--- src/rtl/pc_ras_pkg.sv ---
// Shared types and helpers for the fetch-stage program counter with return-address stack.
// Holds the command encoding, the strobe priority encoder and the sign-extension helper.
package pc_ras_pkg;

  localparam int MAX_W = 64;

  typedef enum logic [2:0] {
    HOLD = 3'd0,
    INC  = 3'd1,
    BR   = 3'd2,
    LD   = 3'd3,
    CALL = 3'd4,
    RET  = 3'd5
  } pc_cmd_e;

  // Stall is not a command of its own: a stalled cycle behaves exactly like HOLD.
  function automatic pc_cmd_e sel_cmd(input logic stall, input logic ret, input logic call,
                                      input logic ld, input logic br, input logic inc);
    pc_cmd_e c;
    if (stall)     c = HOLD;
    else if (ret)  c = RET;
    else if (call) c = CALL;
    else if (ld)   c = LD;
    else if (br)   c = BR;
    else if (inc)  c = INC;
    else           c = HOLD;
    return c;
  endfunction

  // Sign-extend the low w bits of v to MAX_W bits; bits above w in v must be zero.
  function automatic logic [MAX_W-1:0] sign_ext(input logic [MAX_W-1:0] v, input int w);
    logic [MAX_W-1:0] mask;
    logic [MAX_W-1:0] t;
    mask = {MAX_W{1'b1}} << w;
    t    = v >> (w - 1);
    return t[0] ? (v | mask) : (v & ~mask);
  endfunction

endpackage

--- src/rtl/ras_stack.sv ---
// Circular return-address stack: a push past capacity silently overwrites the oldest entry.
// A pop on an empty stack leaves the pointer and count untouched.
module ras_stack
  import pc_ras_pkg::*;
#(
  parameter int WIDTH = 16,
  parameter int DEPTH = 4
) (
  input  logic                       clk,
  input  logic                       rst_n,
  input  logic                       push_i,
  input  logic                       pop_i,
  input  logic [WIDTH-1:0]           data_i,
  output logic [WIDTH-1:0]           top_o,
  output logic [$clog2(DEPTH+1)-1:0] count_o,
  output logic                       full_o,
  output logic                       empty_o
);

  localparam int PTR_W = $clog2(DEPTH);
  localparam int CNT_W = $clog2(DEPTH+1);

  logic [WIDTH-1:0] mem_q [DEPTH];
  logic [PTR_W-1:0] ptr_q, ptr_d;
  logic [CNT_W-1:0] cnt_q, cnt_d;

  assign full_o  = (cnt_q == CNT_W'(DEPTH));
  assign empty_o = (cnt_q == '0);
  assign count_o = cnt_q;
  assign top_o   = mem_q[ptr_q];

  always_comb begin
    ptr_d = ptr_q;
    cnt_d = cnt_q;
    if (push_i) begin
      ptr_d = ptr_q + PTR_W'(1);
      if (!full_o) cnt_d = cnt_q + CNT_W'(1);
    end else if (pop_i && !empty_o) begin
      ptr_d = ptr_q - PTR_W'(1);
      cnt_d = cnt_q - CNT_W'(1);
    end
  end

  always_ff @(posedge clk or negedge rst_n) begin
    if (!rst_n) begin
      ptr_q <= '0;
      cnt_q <= '0;
    end else begin
      ptr_q <= ptr_d;
      cnt_q <= cnt_d;
    end
  end

  // Storage has no reset; the count alone decides which entries are meaningful.
  always_ff @(posedge clk) begin
    if (push_i) mem_q[ptr_q + PTR_W'(1)] <= data_i;
  end

endmodule

--- src/rtl/pc_ras.sv ---
// Fetch-stage program counter with relative branch, call/return and a circular RAS.
// Owns the PC register, the per-cycle command selection and the sticky overflow/underflow flags.
module pc_ras
  import pc_ras_pkg::*;
#(
  parameter int               WIDTH     = 16,
  parameter int               STEP      = 1,
  parameter int               OFF_W     = 8,
  parameter int               DEPTH     = 4,
  parameter logic [WIDTH-1:0] RESET_VEC = '0
) (
  input  logic                       clk,
  input  logic                       reset,
  input  logic                       stall,
  input  logic                       inc,
  input  logic                       ld,
  input  logic [WIDTH-1:0]           ld_addr,
  input  logic                       br,
  input  logic [OFF_W-1:0]           br_off,
  input  logic                       call,
  input  logic                       ret,
  output logic [WIDTH-1:0]           pc,
  output logic [$clog2(DEPTH+1)-1:0] ras_count,
  output logic                       ras_full,
  output logic                       ras_empty,
  output logic                       ras_ovf,
  output logic                       ras_unf
);

  pc_cmd_e          cmd;
  logic [WIDTH-1:0] pc_q, pc_d;
  logic [WIDTH-1:0] off_ext;
  logic [WIDTH-1:0] ret_addr;
  logic             ovf_q, ovf_d;
  logic             unf_q, unf_d;
  logic             push, pop;

  assign cmd     = sel_cmd(stall, ret, call, ld, br, inc);
  assign off_ext = WIDTH'(sign_ext(MAX_W'(br_off), OFF_W));
  assign push    = (cmd == CALL);
  assign pop     = (cmd == RET);

  ras_stack #(
    .WIDTH (WIDTH),
    .DEPTH (DEPTH)
  ) u_stack (
    .clk     (clk),
    .rst_n   (reset),
    .push_i  (push),
    .pop_i   (pop),
    .data_i  (pc_q + WIDTH'(STEP)),
    .top_o   (ret_addr),
    .count_o (ras_count),
    .full_o  (ras_full),
    .empty_o (ras_empty)
  );

  // All sums wrap modulo 2^WIDTH by construction of the operand widths.
  always_comb begin
    pc_d  = pc_q;
    ovf_d = ovf_q;
    unf_d = unf_q;
    case (cmd)
      RET: begin
        if (ras_empty) unf_d = 1'b1;
        else           pc_d  = ret_addr;
      end
      CALL: begin
        pc_d = ld_addr;
        if (ras_full) ovf_d = 1'b1;
      end
      LD:      pc_d = ld_addr;
      BR:      pc_d = pc_q + off_ext;
      INC:     pc_d = pc_q + WIDTH'(STEP);
      default: pc_d = pc_q;
    endcase
  end

  always_ff @(posedge clk or negedge reset) begin
    if (!reset) begin
      pc_q  <= RESET_VEC;
      ovf_q <= 1'b0;
      unf_q <= 1'b0;
    end else begin
      pc_q  <= pc_d;
      ovf_q <= ovf_d;
      unf_q <= unf_d;
    end
  end

  assign pc      = pc_q;
  assign ras_ovf = ovf_q;
  assign ras_unf = unf_q;

endmodule

--- config.mk ---
export PLATFORM = sky130hd
export DESIGN_NAME = pc_ras
export DESIGN_NICKNAME = d
export VERILOG_FILES = /design/src/rtl/pc_ras_pkg.sv /design/src/rtl/ras_stack.sv /design/src/rtl/pc_ras.sv
export SDC_FILE = /design/constraint.sdc
export NUM_CORES = 1
export LEC_CHECK = 0
export CAP_MARGIN = 40
export CORE_MARGIN = 4
export CORE_UTILIZATION = 58
export DETAILED_ROUTE_END_ITERATION = 8
export PLACE_DENSITY_LB_ADDON = 0.1
export SYNTH_ARGS = -nofsm -noshare
export SYNTH_HDL_FRONTEND = slang
export SYNTH_SLANG_ARGS = --single-unit
export TNS_END_PERCENT = 10
--- constraint.sdc ---
create_clock -name clk -period 6.9 [get_ports clk]
set_input_delay 1.035 -clock clk [delete_from_list [all_inputs] [get_ports clk]]
set_output_delay 1.035 -clock clk [all_outputs]
set_load 0.1 [all_outputs]
# Yosys cells after proc, flatten, opt, wreduce, memory -nomap -nowiden
# Memories as Yosys holds them, arrays and structs flattened.
# Cells that the tools add are included.
[classes]
n_mux = 16
reduce_logical = 10
n_addsub = 6
eq_ne = 8
[ops]
columns = ["operator", "count"]
rows = [
  ["case mux 16 bit (4 select lines)", 1],
  ["2-to-1 mux 16 bit", 2],
  ["2-to-1 mux 3 bit", 6],
  ["adder 16 x 1 -> 16 bit (second input constant)", 1],
  ["adder 16 bit", 1],
  ["== test 3 bit (second input constant)", 3],
  ["2-to-1 mux 2 bit", 4],
  ["AND reduction 2 bit", 4],
  ["== test 3 x 2 -> 1 bit (second input constant)", 2],
  ["inequality test 2 bit (second input constant)", 2],
  ["nonzero test 4 bit", 1],
  ["adder 3 x 1 -> 3 bit (second input constant)", 1],
  ["== test 3 x 1 -> 1 bit (second input constant)", 1],
  ["logical NOT 3 bit", 1],
  ["2-to-1 mux 1 bit", 3],
  ["subtractor 3 x 1 -> 3 bit (second input constant)", 1],
  ["adder 2 x 1 -> 2 bit (second input constant)", 1],
  ["nonzero test 2 bit", 1],
  ["OR reduction 2 bit", 1],
  ["subtractor 2 x 1 -> 2 bit (second input constant)", 1],
  ["logical AND 1 bit", 1],
  ["logical NOT 1 bit", 1],
]
[word_totals]
memories = 1
reg_bits = 23
ramBits = 64
[mem_list]
columns = ["name", "depth", "word_bits", "rd", "rd_ports_with_merged_regs", "wr", "line", "rtl"]
rows = [
  ["u_stack.mem_q", 4, 16, 1, 0, 1, "ras_stack.sv:23", "logic [WIDTH-1:0] mem_q [DEPTH];"],
]

# Logic depth before layout (Yosys ltp)
[depth]
depth_word = 10
ltp_mapped = 9

# Cells and area by module
# From an unflattened synthesis, not the netlist that was laid out.
[unflattened]
cells_unflattened = 388
area_unflattened_um2 = 4917.2
[by_module_without_submodules]
columns = ["module", "seq_area_each_um2", "area_per_inst_um2", "n_inst", "cells_per_inst"]
rows = [
  ["ras_stack", 2047.0, 2750.1, 1, 126],
  ["pc_ras", 450.4, 2167.1, 1, 262],
]

# Worst setup path before layout
# No wires, ideal clock.
[synth_timing]
path_kind = "register to output"
startpoint = "register u_stack.cnt_q[0], in the netlist u_stack.count_o[0]"
endpoint = "output ras_empty"
path_slack_ns = 3.934
arrival_ns = 1.931
path_stages_with_launch = 3
cell_sequence = "dfrtp_1 > or3_4 > inv_1"
[synth_between]
elab_chain_len = 1
[synth_lines]
columns = ["item", "line", "rtl"]
rows = [
  ["from (decl)", "ras_stack.sv:25", "logic [CNT_W-1:0] cnt_q, cnt_d;"],
  ["from (signal assigned)", "ras_stack.sv:50", "cnt_q <= cnt_d;"],
  ["logical NOT 3 bit", "ras_stack.sv:28", "assign empty_o = (cnt_q == '0);"],
  ["to (decl)", "pc_ras.sv:25", "output logic ras_empty,"],
]
# No other way between the ends.

# Worst setup path after layout
[layout_timing]
startpoint = "input br_off[0]"
endpoint = "register pc_q[12], in the netlist pc[12]"
[layout_between]
elab_chain_len = 3
[layout_lines]
columns = ["item", "line", "rtl"]
rows = [
  ["from (decl)", "pc_ras.sv:19", "input logic [OFF_W-1:0] br_off,"],
  ["2-to-1 mux 16 bit", "pc_ras_pkg.sv:36", "return t[0] ? (v | mask) : (v & ~mask);"],
  ["adder 16 bit", "pc_ras.sv:73", "BR: pc_d = pc_q + off_ext;"],
  ["case mux 16 bit (4 select lines)", "pc_ras.sv:63", "case (cmd)"],
  ["to (signal assigned)", "pc_ras.sv:85", "pc_q <= pc_d;"],
  ["to (decl)", "pc_ras.sv:31", "logic [WIDTH-1:0] pc_q, pc_d;"],
]
# No other way between the ends.
# A chain may end at the register's enable or synchronous reset.

==> flow_metrics.py <==
metrics = {
    "outcome": {
        "status": "complete, no violations",
    },
    "detailed_routing": {
        "final_antenna_net_count": 0,
        "dr_total_vias": 3485,
        "drt-initial-drc-count": 275,
        "post_drt_wl_per_cell_um": 20.1,
        "dr.pass1.iters": 6,
        "drc": 0,
        "via_per_inst": 6.14,
        "routed_wl_mm": 11.4,
    },
    "sta": {
        "setup_tns_ns": 0,
        "rsz0062_at_grt": "no",
        "fin_skew_ns": 0.00630,
        "hold_viol_final": 0,
        "setup_slack_ns": 3.76,
        "fmax_mhz": 318,
        "slew-limit-headroom_pct": 43.8,
        "report.final.slew_viol_count": 0,
        "period_share_pct": 45.5,
        "tightest_slew_ns": 0.843,
        "fin_crit_ns": 3.14,
        "setup_viol": 0,
    },
    "die": {
        "coreArea_sq_um": 8180,
        "die-area_sq_um": 9890,
        "start_util_pct": 59.3,
        "die_y_um": 99.4,
        "io_pins": 55,
        "die_x_um": 99.4,
        "row_count": 33,
    },
    "cells_and_area": {
        "area_growth_pct": 23.7,
        "final_cells": 568,
        "antenna_cells": 0,
        "final_common_cell": "edfxtp_1",
        "multi_input_area_sq_um": 2170,
        "finalInstanceArea_sq_um": 6000,
        "fill_cells": 549,
        "final_layout_size_suffix_gt1_share_pct": 17.9,
        "mostFrequentLayoutCells": "edfxtp_1, clkdlybuf4s50_1, nand2_1",
        "fin_nets": 512,
        "regArea_sq_um": 2500,
    },
    "clocking": {
        "htreeDepth": 3,
        "cts_resized": 0,
        "cts.sinks": 87,
        "cts_setup_buffers": 0,
        "root_buffer": "clkbuf_8",
        "path_clk_slew_ns": 0.10,
        "clock_path_buffers": 2,
        "insertion_delay_ns": 0.37,
        "ctsHoldBuffers": 0,
        "cts_tree": "built",
        "cts_made_buffers": 9,
    },
    "global_route": {
        "grt_max_degree": 33,
        "grt_use_total_pct": 24.3,
        "grt_pass1_wl_mm": 18.5,
        "antenna_found_initial": 0,
        "grt_overflow": 0,
        "grt_pass1_vias": 3600,
    },
    "synthesis": {
        "syn_area_sq_um": 4850,
        "synth_cell_types": 63,
        "synth_top_cell_by_area": "edfxtp_1",
        "yosys_warnings": 0,
        "synth_top_area_share_pct": 39.6,
        "synth_cells": 386,
        "avgSynthCellArea_sq_um": 12.6,
        "synth_enable_flop_cells": 64,
        "ys_seq_area_share_pct": 51.5,
        "async_flop_share_pct": 26.4,
        "synth_seq_cells": 87,
        "synth_nets": 440,
        "synth_area_leaders": "edfxtp_1, dfrtp_1, mux4_2, ha_1, xnor2_1",
        "synth-main-ff-cell": "edfxtp_1",
    },
    "setup_path": {
        "cp_top_family": "compound AO/OA/AOI/OAI gates",
        "cp_slowest_cell": "fa_1",
        "r2r_cells": 9,
        "crit_top_cell": "a21oi_1",
        "max_stage_delay_ns": 0.42,
        "crit_type": "input pin to register",
        "end_kind": "register",
        "cp.required_ns": 7.14,
        "crit_buf_inv": 1,
        "arrival_ns": 3.38,
        "crit_fanout": 4,
        "start_kind": "input pin",
        "critical_path.cell_chain": "clkdlybuf4s50_1 > ha_1 > fa_1 > a211oi_1 > o21bai_1 > a21oi_1 > o21ai_0 > a21oi_1 > xor2_1 > o22ai_1",
        "path_depth": 10,
    },
    "placed_design": {
        "dp.cells": 552,
        "place_area_sq_um": 5780,
        "gp_congestion": 0.951,
        "pre_cts_slack_ns": 3.43,
        "dp_hpwl_mm": 8.39,
        "port-buffer-count": 54,
    },
    "power": {
        "p_leak_nw": 2.23,
        "power_mw": 2.88,
        "ir_drop_uv": 441,
        "power_density_nw_per_um2": 481,
    },
    "flow_run": {
        "max_cap_violations": 0,
    },
    "min_path": {
        "worst_hold_path_type": "register to register",
        "min_delay_path_depth": 1,
    },
}
## metrics by stage
step,utilization (%),hold slack (ns)
6_report,73.4,0.502
5_1_grt,73.4,0.512
4_1_cts,73.4,0.502
3_5_place_dp,70.7,0.477
3_3_place_gp,66.0,0.464
2_1_floorplan,-,0.729
## final timing paths
| kind | from | to | slack (ns) |
|---|---|---|---|
| min in group asynchronous | reset | pc[15]$_DFFE_PN0P_ | 1.05 |
| max reg2reg | pc[0]$_DFFE_PN0P_ | pc[12]$_DFFE_PN0P_ | 4.28 |
| min reg2reg | ras_ovf$_DFFE_PN0P_ | ras_ovf$_DFFE_PN0P_ | 0.50 |
| max | br_off[0] | pc[12]$_DFFE_PN0P_ | 3.76 |
| max in group asynchronous | reset | u_stack.ptr_q[0]$_DFFE_PN0P_ | 5.61 |
| min | ras_ovf$_DFFE_PN0P_ | ras_ovf$_DFFE_PN0P_ | 0.50 |
## power breakdown
group / internal (mW) / switching [mW]
clock network: 0.179 / 0.211
logic: 0.653 / 0.979
registers: 0.715 / 0.146
total: 1.55 / 1.34
## registers in the layout, indices dropped and copies added, names as in the netlist
name             cells
u_stack.ptr_q        2
u_stack.mem_q       64
ras_unf              1
u_stack.count_o      3
ras_ovf              1
pc                  16
## metal layers
metal / vias up / wire length, um / GRT usage [%]
met1: 1713 / 4560 / 31.4
met5: - / 0 / 0
met4: 0 / 214 / 7.98
li1: 1618 / - / -
met2: 134 / 5910 / 41.7
met3: 20 / 734 / 4.28
## synthesized netlist by cell type (all sizes together), types with 3 or more instances
cell type,instances
nand2,37
a221oi,9
dfrtp,23
nand3,13
inv,9
a21o,5
a21oi,20
and3,8
xnor2,23
o21ai,21
xor2,9
ha,20
a22o,3
a22oi,5
o21bai,4
nor2,26
nor3,4
a222oi,3
nand4,7
edfxtp,64
o22ai,4
buf,20
mux4,16
## kinds of logic (layout without fill, tap and decap cells)
family | Yosys count | after routing | synth area share (%)
AOI/OAI and AO/OA | 89 | 89 | 13.0
adders and majority gates | 22 | 22 | 5.99
xor gates and xnor gates | 32 | 32 | 5.94
buffers and inverters | 31 | 108 | 3.77
muxes | 17 | 17 | 7.66
and+or+nand+nor | 108 | 108 | 12.2
DFF | 87 | 87 | 51.5
## final cells by class
cell class	count	area share [%]
Tap cell	105	2.19
Clock buffer	9	2.07
Clock inverter	7	1.59
Inverter	9	0.563
Timing Repair Buffer	83	15.8
Multi-Input combinational cell	268	36.1
Sequential cell	87	41.6
(Power assumes the default switching activity.)
